===== config.mk =====
export PLATFORM = sky130hd
export DESIGN_NAME = pipe_scheduler
export DESIGN_NICKNAME = d
export VERILOG_FILES = /design/src/rtl/pipe_scheduler.sv
export SDC_FILE = /design/constraint.sdc
export NUM_CORES = 1
export LEC_CHECK = 0
export ABC_AREA = 1
export BUFFER_PORTS_ARGS = -buffer_cell sky130_fd_sc_hd__buf_2
export CORE_ASPECT_RATIO = 1.5
export CORE_UTILIZATION = 62
export CTS_CLUSTER_DIAMETER = 40
export DETAILED_ROUTE_END_ITERATION = 6
export PLACE_DENSITY = 0.8
export SKIP_LAST_GASP = 1
export SLEW_MARGIN = 20
export SYNTH_ARGS = -nofsm -noshare
export SYNTH_HDL_FRONTEND = slang
export SYNTH_SLANG_ARGS = --single-unit

===== constraint.sdc =====
create_clock -name clk -period 3.4 [get_ports clk]
set_input_delay 0.34 -clock clk [delete_from_list [all_inputs] [get_ports clk]]
set_output_delay 0.34 -clock clk [all_outputs]
set_load 0.01 [all_outputs]

===== src/rtl/pipe_scheduler.sv =====
// pipe_scheduler
//   Per-frame controller for the pipe line-drawer datapath. Keeps a table of
//   pipe positions and scrolls it left on each frame tick. A pipe that reaches
//   the left margin is respawned at the far right with a new gap height. The
//   controller then walks the single pipe_drawer through every visible pipe,
//   one pipe at a time, using an enable/done handshake.
//
// Ports
//   clk         system clock
//   reset       asynchronous, active-low reset
//   frame_tick  one-cycle pulse requesting a frame update
//   run         1 = scroll pipes this frame, 0 = freeze positions (still draw)
//   gap_y       random gap height, sampled when a pipe respawns
//   drw_enable  registered enable to pipe_drawer
//   drw_pipe_x  pipe x to drawer, stable while drw_enable=1
//   drw_pipe_y  pipe y to drawer, stable while drw_enable=1
//   drw_done    done pulse from pipe_drawer
//   busy        high whenever the controller is not idle
//   frame_done  one-cycle pulse once every pipe has been processed
//   spawn       high in the cycle gap_y is consumed
//   score       one-cycle pulse per pipe crossing BIRD_X
//   overrun     one-cycle pulse when frame_tick arrives while busy
module pipe_scheduler #(
  parameter int NUM_PIPES = 3,
  parameter int SPACING   = 220,
  parameter int INIT_X    = 400,
  parameter int SPEED     = 2,
  parameter int MIN_X     = 31,
  parameter int SCREEN_W  = 640,
  parameter int BIRD_X    = 250,
  parameter int GAP_MIN   = 150,
  parameter int GAP_MAX   = 420,
  parameter int INIT_Y    = 300
) (
  input  logic        clk,
  input  logic        reset,
  input  logic        frame_tick,
  input  logic        run,
  input  logic [10:0] gap_y,
  output logic        drw_enable,
  output logic [10:0] drw_pipe_x,
  output logic [10:0] drw_pipe_y,
  input  logic        drw_done,
  output logic        busy,
  output logic        frame_done,
  output logic        spawn,
  output logic        score,
  output logic        overrun
);

  localparam logic [10:0] SPEED_W     = 11'(SPEED);
  localparam logic [10:0] RESPAWN_LIM = 11'(MIN_X + SPEED);
  localparam logic [10:0] WRAP_W      = 11'(NUM_PIPES * SPACING);
  localparam logic [10:0] VIS_MAX     = 11'(SCREEN_W + 30);
  localparam logic [10:0] BIRD_W      = 11'(BIRD_X);
  localparam logic [10:0] GAP_MIN_W   = 11'(GAP_MIN);
  localparam logic [10:0] GAP_MAX_W   = 11'(GAP_MAX);
  localparam logic [10:0] INIT_Y_W    = 11'(INIT_Y);
  localparam logic [2:0]  LAST_IDX    = 3'(NUM_PIPES - 1);

  typedef enum logic [2:0] {
    IDLE,
    MOVE,
    SEL,
    DRAW,
    DONE
  } state_t;

  state_t      state;
  state_t      next_state;
  logic [2:0]  idx;

  // The table is sized for the full 3-bit slot counter so that indexing by
  // idx is always in range; slots at or beyond NUM_PIPES are never visited.
  logic [10:0] pipe_x [8];
  logic [10:0] pipe_y [8];

  logic [10:0] cur_x;
  logic [10:0] cur_y;
  logic [10:0] moved_x;
  logic [10:0] new_x;
  logic [10:0] clamped_gap;
  logic        is_respawn;
  logic        crosses;
  logic        visible;
  logic        last;

  // Per-slot arithmetic shared by the MOVE and SEL states. A respawning pipe
  // never scores, even though its pre-wrap position would be below BIRD_X.
  always_comb begin
    cur_x       = pipe_x[idx];
    cur_y       = pipe_y[idx];
    moved_x     = cur_x - SPEED_W;
    is_respawn  = run && (cur_x < RESPAWN_LIM);
    new_x       = cur_x;
    if (is_respawn) begin
      new_x = moved_x + WRAP_W;
    end else if (run) begin
      new_x = moved_x;
    end
    clamped_gap = gap_y;
    if (gap_y < GAP_MIN_W) begin
      clamped_gap = GAP_MIN_W;
    end else if (gap_y > GAP_MAX_W) begin
      clamped_gap = GAP_MAX_W;
    end
    crosses     = run && !is_respawn && (cur_x > BIRD_W) && (moved_x <= BIRD_W);
    visible     = (cur_x <= VIS_MAX);
    last        = (idx == LAST_IDX);
  end

  assign busy       = (state != IDLE);
  assign frame_done = (state == DONE);
  assign spawn      = (state == MOVE) && is_respawn;

  always_ff @(posedge clk or negedge reset) begin
    if (!reset) begin
      state <= IDLE;
    end else begin
      state <= next_state;
    end
  end

  always_comb begin
    next_state = state;
    case (state)
      IDLE: if (frame_tick) next_state = MOVE;
      MOVE: if (last) next_state = SEL;
      SEL: begin
        if (visible) begin
          next_state = DRAW;
        end else if (last) begin
          next_state = DONE;
        end
      end
      DRAW: begin
        if (drw_done) begin
          next_state = last ? DONE : SEL;
        end
      end
      DONE:    next_state = IDLE;
      default: next_state = IDLE;
    endcase
  end

  // Slot counter, pipe table, drawer handshake and the registered pulses.
  // drw_enable is cleared on the same edge that samples drw_done so that the
  // drawer's first idle cycle already sees enable low and does not restart.
  always_ff @(posedge clk or negedge reset) begin
    if (!reset) begin
      idx        <= 3'd0;
      drw_enable <= 1'b0;
      drw_pipe_x <= 11'd0;
      drw_pipe_y <= 11'd0;
      score      <= 1'b0;
      overrun    <= 1'b0;
      for (int i = 0; i < 8; i++) begin
        pipe_x[i] <= 11'(INIT_X + i * SPACING);
        pipe_y[i] <= INIT_Y_W;
      end
    end else begin
      score   <= 1'b0;
      overrun <= frame_tick && (state != IDLE);
      case (state)
        IDLE: begin
          if (frame_tick) idx <= 3'd0;
        end
        MOVE: begin
          pipe_x[idx] <= new_x;
          if (is_respawn) pipe_y[idx] <= clamped_gap;
          score <= crosses;
          idx   <= last ? 3'd0 : idx + 3'd1;
        end
        SEL: begin
          if (visible) begin
            drw_pipe_x <= cur_x;
            drw_pipe_y <= cur_y;
            drw_enable <= 1'b1;
          end else if (!last) begin
            idx <= idx + 3'd1;
          end
        end
        DRAW: begin
          if (drw_done) begin
            drw_enable <= 1'b0;
            if (!last) idx <= idx + 3'd1;
          end
        end
        default: begin
        end
      endcase
    end
  end

endmodule


Yosys cells after proc, flatten, opt, wreduce, memory -nomap -nowiden
Index checks and enable logic that the tools add are counted.
- input bits: 16
- word-level logic and storage cells: 94
- bits in registers: 207
- output and inout port bits: 28
- $lt $le $gt $ge: 8
- equal/unequal tests: 11
- reductions and logical operators: 17
- muxes and demuxes: 31
- add/sub/neg operators: 3
- bitwise logic cells: 1
- operator list (kind ; number):
    88-bit bitwise mux ; 2
    11-bit 2-to-1 mux ; 9
    11-bit binary-select mux with 3-bit select ; 2
    11-bit demux with 3-bit select ; 1
    3-bit 2-to-1 mux ; 11
    3-bit one-hot mux with 4 select lines ; 2
    11-bit by 10-bit adder with 11-bit output, second input constant ; 1
    11-bit by 8-bit greater-than comparator with 1-bit output, second input constant ; 1
    11-bit by 9-bit greater-than comparator with 1-bit output, second input constant ; 1
    11-bit by 10-bit less-or-equal comparator with 1-bit output, second input constant ; 1
    11-bit by 8-bit less-or-equal comparator with 1-bit output, second input constant ; 1
    11-bit by 6-bit less-than comparator with 1-bit output, second input constant ; 1
    11-bit by 8-bit less-than comparator with 1-bit output, second input constant ; 1
    11-bit by 2-bit subtractor with 11-bit output, second input constant ; 1
    2-bit != test, second input constant ; 5
    3-bit by 2-bit == test with 1-bit output, second input constant ; 3
    4-bit AND reduction ; 2
    1-bit logical AND ; 7
    4-bit >= comparator, second input constant ; 1
    4-bit by 1-bit less-than comparator with 1-bit output, second input constant ; 1
    3-bit inverter with 4-bit output ; 1
    2-bit AND reduction ; 2
    4-bit nonzero test ; 1
    3-bit by 1-bit adder with 3-bit output, second input constant ; 1
    10 further kinds ; 12

Logic depth before layout (Yosys ltp)
- depth after elaboration: 11
- depth in mapped cells: 25
- mapped depth without buffers: 22

Worst setup path before layout
No wires, ideal clock.
- path kind: reg2reg
- start: reg idx[0]
- end: reg pipe_x[19] (netlist name)
- library setup time: 117 ps
- period minus slack after synthesis: 2623 ps
- data required time: 3283 ps
- arrival time: 2506 ps
- buffers on the path: 3
- cell stages (with the launch flop): 24
- path slack: 777 ps
- cell sequence: dfrtp_1 > buf_6 > inv_4 > buf_6 > buf_6 > nand2_1 > nand2_1 > nand2_1 > nand2_1 > nand2_1 > nand2_2 > inv_2 > ha_1 > nand3_1 > nand2_1 > ha_1 > inv_1 > nand3_1 > nand3_1 > nand3_1 > nand3_2 > nand2_2 > nand2_1 > nand2_1
- cells in the longest elaborated chain, start to end: 8
- elaborated cells on any way between the ends: 16
- those cells by class: 2 x add/sub; 3 x order compare; 8 x mux; 1 x bitwise; 2 x reduce/logical
- ends and longest elaborated chain (element ; RTL line ; RTL):
    from (decl) ; 71 ; logic [2:0] idx;
    from (signal assigned) ; 172 ; idx <= last ? 3'd0 : idx + 3'd1;
    from (signal assigned) ; 180 ; idx <= idx + 3'd1;
    from (signal assigned) ; 186 ; if (!last) idx <= idx + 3'd1;
    3-bit inverter with 4-bit output (implied by the code) * ; 91 ; cur_x = pipe_x[idx];
    11-bit binary-select mux with 3-bit select * ; 91 ;
    11-bit 2-to-1 mux (implied by the code) * (2 in series) ; 91 ;
    net cur_x[1] ; 78 ; logic [10:0] cur_x;
    11-bit by 2-bit subtractor with 11-bit output / 11-bit by 6-bit less-than comparator with 1-bit output (equally long branches) ; 93, 94 ;
    11-bit by 10-bit adder with 11-bit output (tied with other cells) ; 97 ; new_x = moved_x + WRAP_W;
    11-bit 2-to-1 mux * ; 96 ; if (is_respawn) begin
    88-bit bitwise mux * ; 169 ; pipe_x[idx] <= new_x;
    to (signal, indexed assignment) ; 158 ; pipe_x[i] <= 11'(INIT_X + i * SPACING);
    to (signal, indexed assignment) ; 169 ;
    to (decl) ; 75 ; logic [10:0] pipe_x [8];
The timed path passes the listed nets; every way through them passes the cells marked *. The select of a mux whose other input is x is not followed.
A chain may end at the register's enable or synchronous reset.

Worst setup path after layout
- start: reg idx[1]
- end: out spawn
- cells in the longest elaborated chain, start to end: 7
- ends and longest elaborated chain (element ; RTL line ; RTL):
    3-bit inverter with 4-bit output (implied by the code) ; 91 ;
    11-bit binary-select mux with 3-bit select ; 91 ;
    11-bit 2-to-1 mux (implied by the code) (2 in series) ; 91 ;
    net cur_x[2] ; 78 ;
    11-bit by 6-bit less-than comparator with 1-bit output ; 94 ; is_respawn = run && (cur_x < RESPAWN_LIM);
    1-bit logical AND ; 94 ;
    1-bit logical AND ; 114 ; assign spawn = (state == MOVE) && is_respawn;
    to (decl) ; 46 ; output logic spawn,
The timed path passes the listed nets, and every way through them passes these cells. The select of a mux whose other input is x is not followed.

==> results.tsv <==
stage	metric	value	unit
worst_setup_path	Levels on crit path	12	
synth	sequential area share after synthesis	53.0	%
sta	final setup violation count	0	
final_layout	diodes inserted	0	
place	pre-CTS setup slack	324	ps
sta	Fmax	0.310	GHz
place	GPL Wtd Cong	1.01	
sta	Slew Limit Fails	0	
worst_setup_path	maximum net fanout on the critical path	12	
worst_setup_path	Setup CP Type	reg -> out	
clock_tree	Clock Latency Late Sink	510	ps
worst_setup_path	Buf+Inv Stages, Crit Path	3	
job	max cap viols	0	
worst_setup_path	R2R Setup Slk	290	ps
worst_setup_path	CP Launch Point	idx[1]	
final_layout	Syn-to-layout area delta	11.9	%
worst_setup_path	worst path cell trace	buf_4 > nand4_1 > nand2_1 > nor2_2 > nand2_2 > inv_1 > ha_1 > nand3_1 > o21ai_1 > nand3_2 > nor3_1 > buf_2	
power_and_ir_drop	Power Total	11.5	mW
synth	syn nets	1298	
power_and_ir_drop	PwrDens	1030	mW/mm^2
worst_setup_path	Crit path max-delay family	simple AND/OR/NAND/NOR gates	
synth	Mapped Avg Cell Area	7.80	um^2
global_routing	layer with the highest usage	met2	
die	num rows	56	
sta	fin crit share	94.9	%
drt	ANT nets after route	0	
global_routing	GR Layer Usage met3	3.35	%
synth	largest family of logic cells by synthesized area	simple AND/OR/NAND/NOR gates	
worst_setup_path	Crit. End Element	primary output	
global_routing	Total GRT Usage	33.4	%
final_layout	share of cells above drive strength 1	16.1	%
die	Die Ht	157	um
synth	XOR/XNOR Fraction of Synth Area	0.352	%
global_routing	global-route wire length before repair	42600	um
synth	synth unique cells	31	
worst_setup_path	CP endpoint	spawn	
sta	clock skew	16.4	ps
drt	Via Count	8625	
global_routing	gr ovfl total	0	
synth	simple-gate share of the synthesized area	28.9	%
sta	transition time of the tightest slew-check pin	927	ps
sta	relative slew slack	38.2	%
worst_setup_path	critical path's slowest cell	dfrtp_1	
sta	RSZ-0062 raised after global routing	false	
clock_tree	TritonCTS Buffers	23	
sta	final hold vios	0	
synth	#FFs+latches synth	207	
place	port bufs	43	
clock_tree	Clock Sinks	207	
drt	DR DRC count	0	
worst_setup_path	CP max stage delay	500	ps
global_routing	via count of the first global-routing pass	8640	
worst_hold_path	Hold Crit Class	in -> reg	
global_routing	largest net degree at the start of global routing	112	
synth	Syn. warnings	0	
drt	initial drt markers	668	
die	number of I/O pins	44	
synth	post-synthesis mux area share	0	%
die	Die Footprint	0.0166	mm^2
drt	vias per inst	5.64	
synth	Compound-Gate Fraction of Synth Area	10.2	%
worst_setup_path	Critical R2R Launch	idx[1]	
final_layout	most common library cell in the layout ignoring fill and taps	nand2_1	
place	detailed placement HPWL	18500	um
die	die width	105	um
drt	DRT Pass-1 Iters	5	
final_layout	most frequent cells in the layout	nand2_1 (601), dfrtp_1 (138), o21ai_0 (75), inv_1 (72), dfstp_2 (68)	
sta	total negative slack	0	ps
sta	crit path time final	3230	ps
worst_setup_path	Startpoint Class	flip-flop	
synth	Post-Syn Area	0.00994	mm^2
sta	WHS	45.4	ps
synth	Post-Synthesis Cells	1274	
worst_setup_path	crit path DAT	2890	ps
die	area of the core	0.0156	mm^2
clock_tree	maximum clock path buffer count	3	
final_layout	multi-input logic area	0.00402	mm^2
worst_setup_path	Critical Path RT	3060	ps
clock_tree	htree depth	1	
worst_setup_path	RR Endpoint	pipe_x[54]	
clock_tree	Worst-path clk slew	60	ps
die	Initial Util	63.6	%
global_routing	grt met1 use	37.2	%
synth	Adder-Cell Fraction of Synth Area	1.01	%
global_routing	antenna violations before repair	0	
drt	DR WL/cell	17.6	um
final_layout	Layout Nets	1335	
drt	final wirelength	26900	um
clock_tree	CTS root buffer	clkbuf_16	
final_layout	sequential cell area	0.00527	mm^2
clock_tree	CTS tree	done	
run_status	outcome	finished clean	
worst_setup_path	Worst Reg2Reg Path Length in Cells	19	
final_layout	Fillers	1234	
power_and_ir_drop	maximum VDD drop	0.000580	V
sta	Final WS setup	172	ps
power_and_ir_drop	Leak	5.71	nW
global_routing	routing usage on met2	59.0	%
-- cells by family (layout without fill, tap and decap cells) --
logic type / Yosys count / after routing
compound gates: 178 / 178
buf+inv: 153 / 206
xor+xnor: 4 / 4
fa+ha+maj: 8 / 8
simple gates: 724 / 724
flops: 207 / 207
-- cell usage after synthesis, drive strengths merged --
library cell / number / area share (%)
a22oi: 15 / 1.1
nand2: 609 / 23
clkinv: 2 / 0.076
o21ai: 125 / 6.3
ha: 8 / 1.0
a22o: 7 / 0.62
o211ai: 2 / 0.25
nor2: 55 / 2.3
dfrtp: 139 / 35
a21oi: 16 / 0.81
a32o: 2 / 0.20
a221oi: 10 / 0.88
nand3: 38 / 2.1
xor2: 4 / 0.35
inv: 86 / 3.3
nor3: 7 / 0.35
dfstp: 68 / 18
buf: 23 / 1.6
nand4: 14 / 0.88
clkbuf: 42 / 1.6
nand3b: 1 / 0.076
o22ai: 1 / 0.063
-- state kept, by name, indices dropped and copies added (netlist names) --
name / cells
pipe_x: 88
pipe_y: 88
drw_pipe_x: 11
drw_pipe_y: 11
idx: 3
state: 3
drw_enable: 1
overrun: 1
score: 1
-- where the power goes --
part / total, mW / switching [mW] / internal [mW]
Clock: 2.42 / 0.999 / 1.42
Sequential: 3.80 / 0.440 / 3.36
Combinational: 5.26 / 3.73 / 1.53
-- worst reg2reg max path: stages, from the launching register on --
cell and delay, ps:
dfrtp_1 500, nor2_1 410, nand2_1 90, nor2_1 130, nor2_2 60, nand2_2 140
inv_1 130, ha_1 210, nand3_1 140, nand2_1 130, ha_1 220, inv_1 70
nand3_1 120, nand3_1 150, nand2_1 60, nand2_1 70, nand3_2 80, nand2_2 180
nand2_1 90, nand2_1 70
-- how the worst min path moves through the flow --
stage | startpoint | end | depth (start not counted)
after global routing | frame_tick | overrun | 3
after detailed placement | pipe_x[55] | pipe_x[55] | 0
final | frame_tick | overrun | 3
after CTS | frame_tick | overrun | 3
after floorplan | reset | drw_enable | 0
after global placement | pipe_x[44] | pipe_x[44] | 0
-- metrics by stage --
step	std cells	utilization (%)	cell area [um^2]
after floorplan	1274	-	9940
after global placement	1487	66.3	10400
after detailed placement	1487	66.3	10400
after CTS	1529	71.1	11100
after global routing	1530	71.2	11100
final	1530	71.2	11100
-- timing repair --
action | in CTS | in global routing
hold buffers | 1 | 0
resized for setup | 0 | 0
hold endpoints to repair | 10 | 0
setup endpoints to repair | 0 | 1
buffers inserted | 0 | 1
-- cell type report --
class                   count  area share [%]
repair buffers             77            4.55
inverters                  88            2.99
clock inverters             9           0.855
flip-flops and latches    207            47.3
multi-input cells         914            36.2
well taps                 203            2.28
clock buffers              32            5.84
-- per-layer routing --
| layer | wire length [um] | vias to the layer above |
|---|---|---|
| met1 | 10000 | 4102 |
| met5 | 0 | - |
| met2 | 13500 | 307 |
| met3 | 1310 | 118 |
| li1 | - | 4098 |
| met4 | 2060 | 0 |
(Power assumes the default switching activity.)
